## src/rtl/fht_io_pkg.sv

```systemverilog
// Shared definitions for the FHT host-side I/O sequencer: FSM encoding and
// frame-size helper.
package fht_io_pkg;

   typedef enum logic [2:0] {
      S_IDLE     = 3'd0,
      S_LOAD     = 3'd1,
      S_START    = 3'd2,
      S_WAIT     = 3'd3,
      S_RD_ISSUE = 3'd4,
      S_RD_CAP   = 3'd5,
      S_EMIT     = 3'd6
   } fht_io_state_e;

   localparam int unsigned NUM_BANKS = 4;
   localparam int unsigned A_BIT_DEF = 8;

   // Points per frame: one word per bank per address.
   function automatic int unsigned fht_points(input int unsigned a_bit);
      return NUM_BANKS << a_bit;
   endfunction

endpackage

```

## src/rtl/fht_io_outbuf.sv

```systemverilog
// Four-word capture buffer that serialises one bank-address row of results
// onto a valid/ready stream, flagging the final word of the frame.
module fht_io_outbuf
   import fht_io_pkg::*;
#(
   parameter int D_BIT = 17
) (
   input  logic                    i_clk,
   input  logic                    i_rst,
   input  logic                    i_capture,
   input  logic signed [D_BIT-1:0] i_data_0,
   input  logic signed [D_BIT-1:0] i_data_1,
   input  logic signed [D_BIT-1:0] i_data_2,
   input  logic signed [D_BIT-1:0] i_data_3,
   input  logic                    i_last_addr,
   input  logic                    i_m_ready,
   output logic signed [D_BIT-1:0] o_m_data,
   output logic                    o_m_valid,
   output logic                    o_m_last,
   output logic                    o_done
);

   logic signed [D_BIT-1:0] r_buf [NUM_BANKS];
   logic [1:0]              r_beat;
   logic                    r_valid;
   logic                    w_hs;

   assign w_hs      = r_valid && i_m_ready;
   assign o_m_valid = r_valid;
   assign o_m_data  = r_valid ? r_buf[r_beat] : '0;
   assign o_m_last  = r_valid && i_last_addr && (r_beat == 2'd3);
   assign o_done    = w_hs && (r_beat == 2'd3);

   always_ff @(posedge i_clk or posedge i_rst) begin
      if (i_rst) begin
         for (int k = 0; k < NUM_BANKS; k++) r_buf[k] <= '0;
         r_beat  <= 2'd0;
         r_valid <= 1'b0;
      end else if (i_capture) begin
         r_buf[0] <= i_data_0;
         r_buf[1] <= i_data_1;
         r_buf[2] <= i_data_2;
         r_buf[3] <= i_data_3;
         r_beat   <= 2'd0;
         r_valid  <= 1'b1;
      end else if (w_hs) begin
         if (r_beat == 2'd3) begin
            r_beat  <= 2'd0;
            r_valid <= 1'b0;
         end else begin
            r_beat <= r_beat + 2'd1;
         end
      end
   end

endmodule

```

## src/rtl/fht_io_sequencer.sv

```systemverilog
// Host-side frame sequencer: loads N samples interleaved across the four
// RAM(A) banks, starts the FHT core, then streams the N results back out.
//
// state      | meaning
// -----------+-----------------------------------------------------------
// S_IDLE     | waiting for the first sample of a frame
// S_LOAD     | accepting samples, writing bank n%4 at address n/4
// S_START    | one-cycle start strobe to the core
// S_WAIT     | waiting for a fresh 0->1 edge on the core ready level
// S_RD_ISSUE | read address driven, counting down the RAM read latency
// S_RD_CAP   | four bank words captured into the output buffer
// S_EMIT     | four words streamed out, then next address or back to idle
module fht_io_sequencer
   import fht_io_pkg::*;
#(
   parameter int D_BIT  = 17,
   parameter int A_BIT  = A_BIT_DEF,
   parameter int RD_LAT = 1
) (
   input  logic                    iCLK,
   input  logic                    iRESET,
   input  logic [D_BIT-2:0]        iS_DATA,
   input  logic                    iS_VALID,
   output logic                    oS_READY,
   output logic [3:0]              oFHT_WE,
   output logic [D_BIT-2:0]        oFHT_DATA,
   output logic [A_BIT-1:0]        oFHT_ADDR_WR,
   output logic [A_BIT-1:0]        oFHT_ADDR_RD,
   output logic                    oFHT_START,
   input  logic                    iFHT_RDY,
   input  logic signed [D_BIT-1:0] iFHT_DATA_0,
   input  logic signed [D_BIT-1:0] iFHT_DATA_1,
   input  logic signed [D_BIT-1:0] iFHT_DATA_2,
   input  logic signed [D_BIT-1:0] iFHT_DATA_3,
   output logic signed [D_BIT-1:0] oM_DATA,
   output logic                    oM_VALID,
   input  logic                    iM_READY,
   output logic                    oM_LAST,
   output logic                    oBUSY
);

   localparam int SMP_W = A_BIT + 2;
   localparam int LAT_W = (RD_LAT > 1) ? $clog2(RD_LAT) : 1;
   localparam logic [SMP_W-1:0] LAST_SMP = SMP_W'(fht_points(A_BIT) - 1);
   localparam logic [LAT_W-1:0] LAT_INIT = LAT_W'(RD_LAT - 1);

   fht_io_state_e    r_state;
   fht_io_state_e    w_next;
   logic [SMP_W-1:0] r_smp_cnt;
   logic [A_BIT-1:0] r_addr;
   logic [LAT_W-1:0] r_lat;
   logic             r_rdy_q;
   logic             r_armed;

   logic             w_load_st;
   logic             w_acc;
   logic             w_cap;
   logic             w_done;
   logic             w_last_addr;
   logic             w_rdy_rise;

   // Ready is gated by reset so nothing is accepted while reset is held.
   assign w_load_st    = (r_state == S_IDLE) || (r_state == S_LOAD);
   assign oS_READY     = w_load_st && !iRESET;
   assign w_acc        = iS_VALID && oS_READY;
   assign oFHT_WE      = w_acc ? (4'b0001 << r_smp_cnt[1:0]) : 4'b0000;
   assign oFHT_DATA    = w_acc ? iS_DATA : '0;
   assign oFHT_ADDR_WR = r_smp_cnt[SMP_W-1:2];
   assign oFHT_ADDR_RD = r_addr;
   assign oFHT_START   = (r_state == S_START);
   assign oBUSY        = (r_state != S_IDLE);
   assign w_last_addr  = (r_addr == '1);

   // A ready level still high from the previous transform must be seen low
   // (armed) before a rising edge counts as completion.
   assign w_rdy_rise   = r_armed && !r_rdy_q && iFHT_RDY;

   always_comb begin
      w_next = r_state;
      w_cap  = 1'b0;
      case (r_state)
         S_IDLE, S_LOAD: begin
            if (w_acc) w_next = (r_smp_cnt == LAST_SMP) ? S_START : S_LOAD;
         end
         S_START:    w_next = S_WAIT;
         S_WAIT:     if (w_rdy_rise) w_next = S_RD_ISSUE;
         S_RD_ISSUE: if (r_lat == '0) w_next = S_RD_CAP;
         S_RD_CAP: begin
            w_cap  = 1'b1;
            w_next = S_EMIT;
         end
         S_EMIT: begin
            if (w_done) w_next = w_last_addr ? S_IDLE : S_RD_ISSUE;
         end
         default:    w_next = S_IDLE;
      endcase
   end

   always_ff @(posedge iCLK or posedge iRESET) begin
      if (iRESET) begin
         r_state   <= S_IDLE;
         r_smp_cnt <= '0;
         r_addr    <= '0;
         r_lat     <= LAT_INIT;
         r_rdy_q   <= 1'b0;
         r_armed   <= 1'b0;
      end else begin
         r_state <= w_next;

         // Sample counter parks at N-1 until the frame is fully read out.
         if (w_acc && (r_smp_cnt != LAST_SMP)) r_smp_cnt <= r_smp_cnt + 1'b1;

         if ((r_state == S_EMIT) && w_done) begin
            if (w_last_addr) begin
               r_addr    <= '0;
               r_smp_cnt <= '0;
            end else begin
               r_addr <= r_addr + 1'b1;
            end
         end

         if (r_state == S_RD_ISSUE) begin
            if (r_lat != '0) r_lat <= r_lat - 1'b1;
         end else begin
            r_lat <= LAT_INIT;
         end

         if (r_state == S_START) begin
            r_rdy_q <= 1'b0;
            r_armed <= 1'b0;
         end else begin
            r_rdy_q <= iFHT_RDY;
            if ((r_state == S_WAIT) && !iFHT_RDY) r_armed <= 1'b1;
         end
      end
   end

   fht_io_outbuf #(
      .D_BIT(D_BIT)
   ) u_outbuf (
      .i_clk       (iCLK),
      .i_rst       (iRESET),
      .i_capture   (w_cap),
      .i_data_0    (iFHT_DATA_0),
      .i_data_1    (iFHT_DATA_1),
      .i_data_2    (iFHT_DATA_2),
      .i_data_3    (iFHT_DATA_3),
      .i_last_addr (w_last_addr),
      .i_m_ready   (iM_READY),
      .o_m_data    (oM_DATA),
      .o_m_valid   (oM_VALID),
      .o_m_last    (oM_LAST),
      .o_done      (w_done)
   );

endmodule

```

## config.mk

```make
export PLATFORM = sky130hd
export DESIGN_NAME = fht_io_sequencer
export DESIGN_NICKNAME = d
export VERILOG_FILES = /design/src/rtl/fht_io_pkg.sv /design/src/rtl/fht_io_outbuf.sv /design/src/rtl/fht_io_sequencer.sv
export SDC_FILE = /design/constraint.sdc
export NUM_CORES = 1
export LEC_CHECK = 0
export ABC_AREA = 1
export BUFFER_PORTS_ARGS = -buffer_cell sky130_fd_sc_hd__buf_4
export CAP_MARGIN = 20
export CORE_UTILIZATION = 35
export CTS_BUF_LIST = sky130_fd_sc_hd__clkbuf_8
export DETAILED_ROUTE_END_ITERATION = 6
export MAX_ROUTING_LAYER = met4
export SLEW_MARGIN = 10
export SYNTH_ARGS = -nofsm -noshare
export SYNTH_HDL_FRONTEND = slang
export SYNTH_SLANG_ARGS = --single-unit
```

## constraint.sdc

```tcl
create_clock -name iCLK -period 4.93 [get_ports iCLK]
set_clock_uncertainty 0.1 [all_clocks]
set_input_delay 0.493 -clock iCLK [delete_from_list [all_inputs] [get_ports iCLK]]
set_output_delay 0.493 -clock iCLK [all_outputs]
set_load 0.03 [all_outputs]
```

==> metrics.txt <==
crit path time final=3.114 ns; setup TNS=0 ns; fillers=1366; die width=120.7 um; Syn Area/Cell=8.778 um2; Placed Area=0.006040 mm2; ANT nets after route=0; CP endpoint kind=primary output; WS Path Type=reg2out; P_sw=0.001362 W; initial antenna violation count=0; syn nets=roughly 660; worst hold path type=in2reg; Synth top cells by count=nor2_1, dfrtp_1, inv_1, nand2_1, mux2_2; area leader, netlist=dfrtp_1; Data required, critical path=approximately 4.3 ns; Synth Flop Type=dfrtp_1; GPL Wtd Cong=0.8450; status=complete, no violations; top-area cell type share of the netlist area=a little under half; worst reg-to-reg path cell count=6; RSZ-0062 raised after global routing=false; actual slew at the worst max-slew pin=1.044 ns; Iter 0 DRT Violations=210; Critical Path AT=2.52 ns; area delta synth->final=27.82%; Fmax=around 0.32 GHz; Crit Path Max Fanout=55; Longest Clk Path Bufs=2; share of cells above drive strength 1=32.28%; Leakage=3.243 nW; M2 GR Usage=about a quarter; first-pass GRT wire length=19.11 mm; Peak VDD IR=roughly 0.00032 V; PostCTS Resize Cnt=0; # H-tree levels=3; largest net degree at the start of global routing=91; hold buffers post-CTS=1; mapped cell area=0.004933 mm2; Total Routed Length=11.83 mm; slew margin rel.=30.41%; CP Launch Type=flop; end point of the critical path=oM_DATA[11]; root buf cell=clkbuf_8; gr usage total=17.28%; top post-synthesis cells by area=dfrtp_1, mux2_2, nor2_1; router iterations before antenna repair=4; Max Cap Violations=0; Crit. Startpoint=u_outbuf.r_beat[0]$_DFFE_PP0P_; CTS tree=done; Clock power frac=18.0%; Post-Layout Inst Area=0.006306 mm2; number of buffers created by CTS=9; vias=4090; Hold Fails Final Rpt=0; sw frac=40.17%; Reg2Reg Setup Slack=2.43 ns; synthesized flop and latch total=94; Distinct cells, synth=31; Global Route met1 Usage=23.07%; Ports=147; Most Crowded Layer GR=met2; die span in y=roughly 120 um; FP Rows=43; ant diodes=0; cell-internal power=0.002029 W; Mapped Cells=562; reg2reg end=r_smp_cnt[1]$_DFF_PP0_; number of flops mapped to enable cells by yosys=0; logic gate share of total power=40.9%; area of the die=approximately 0.015 mm2; IO buf count=146; vias in the first global route=about 3900; Core Region=between 0.01 and 0.015 mm2; FFs w/ async S/R, synth=100.0%; Pwr Density=537.8 mW/mm2; final slew viol count=0; Ys Warns=0; Avg Vias per Cell=4.680; nets@finish=784; Routed WL per cell=~14 um; gr ovfl total=0; initial core utilization=35.68%; reg2reg start=u_outbuf.r_beat[0]$_DFFE_PP0P_; post-synthesis sequential area ratio=a little under half; register share of total power=41.1%; Post-CTS Setup Inserts=0; Final period util=63.17%; Setup Viol. Count Final=0; Post-DP HPWL=8.451 mm; met3 Use GR=4.481%; count leader, synth=nor2_1; clk slew on worst S/H paths=0.10 ns; CTS Sinks=94; DRC=0; Clk Latency, worst-skew pair=~0.37 ns
[registers in the layout, indices dropped and copies added, names as in the netlist]
register / flops
oFHT_ADDR_RD: 8
r_armed: 1
r_rdy_q: 1
r_smp_cnt: 10
r_state: 3
u_outbuf.o_m_valid: 1
u_outbuf.r_beat: 2
u_outbuf.r_buf: 68
[metrics by stage]
| stage | std cells | total power, W | setup slack [ns] | hold slack, ns | utilization, % |
|---|---|---|---|---|---|
| final | 874 | 0.003392 | 1.816 | 0.2202 | 45.61 |
| after global routing | 874 | 0.003657 | 1.593 | 0.2009 | 45.61 |
| after CTS | 873 | 0.003421 | 1.779 | 0.1890 | 45.47 |
| after detailed placement | 856 | 0.002799 | 2.224 | 0.3159 | 43.68 |
| after global placement | 856 | 0.002759 | 2.295 | 0.3133 | 43.68 |
| after floorplan | 562 | 0.002374 | 0.8041 | 0.3515 | - |
[per-layer routing]
metal / routed length (um) / up-vias / share of wire [%]
met4: 99 / 0 / 0.84
met2: 5388 / 124 / 46
met5: 0 / - / 0
met1: 5601 / 1902 / 47
li1: - / 2056 / -
met3: 745 / 8 / 6.3
[cells in the final DEF, fill, tap and decap left out, types with 2 or more instances in the layout]
cell type  Yosys  final
nor2_2         2      2
o211ai_1      17     17
nand3_1       19     19
clkbuf_8       0     11
nand4_1        5      5
o21ai_0       30     30
dfrtp_1       94     93
inv_6          0      3
a21oi_1       41     41
xor2_1         3      3
nor2_1        99     99
ha_1           6      6
nor2_4         2      2
nand2_1       72     72
bufinv_16      0      2
nor3_1         5      5
mux2_1         3      3
nand3_4        2      2
mux2_2        47     47
buf_4         10    147
inv_1         72     71
[power groups by stage]
stage | combinational, W | sequential (W) | clock, W
after floorplan | 0.00109 | 0.00128 | 0
after global placement | 0.00134 | 0.00142 | 0
after detailed placement | 0.00137 | 0.00143 | 0
after CTS | 0.00137 | 0.00141 | 0.000635
after global routing | 0.00155 | 0.00144 | 0.000663
final | 0.00139 | 0.00139 | 0.000611
[layout make-up]
class                   count  area [um2]  area share [%]
flip-flops and latches     94        2354           37.32
inverters                  74       280.3           4.444
repair buffers            150        1140           18.08
clock buffers              11       151.4           2.401
clock inverters             5       86.33           1.369
multi-input cells         360        2069           32.82
well taps                 180       225.2           3.571
[cells by family after synthesis]
| logic type | count (synthesis) | synth area share, % |
|---|---|---|
| and+or+nand+nor | 210 | 18.21 |
| buffers and inverters | 108 | 10.37 |
| DFF | 94 | 47.68 |
| AOI/OAI and AO/OA | 90 | 10.09 |
| muxes | 50 | 11.41 |
| adders and majority gates | 6 | 1.522 |
| xor gates and xnor gates | 4 | 0.7102 |
[worst min path at each step]
stage | from | endpoint | slack, ns | cells past startpoint
2_1_floorplan | r_armed$_DFFE_PP0P_ | r_armed$_DFFE_PP0P_ | 0.35 | 2
3_3_place_gp | iRESET | r_smp_cnt[4]$_DFF_PP0_ | 0.31 | 2
3_5_place_dp | iRESET | r_smp_cnt[4]$_DFF_PP0_ | 0.32 | 2
4_1_cts | iFHT_DATA_2[0] | u_outbuf.r_buf[17]$_DFFE_PP0P_ | 0.19 | 2
5_1_grt | iFHT_DATA_2[0] | u_outbuf.r_buf[17]$_DFFE_PP0P_ | 0.20 | 2
6_report | iFHT_DATA_2[0] | u_outbuf.r_buf[17]$_DFFE_PP0P_ | 0.22 | 2
[critical path: stages, from the launching register on]
cell	delay [ns]
dfrtp_2	0.95
inv_1	0.54
o21ai_0	0.34
a21oi_1	0.10
buf_4	0.19
Note: power is estimated with default switching activity, not from simulation.
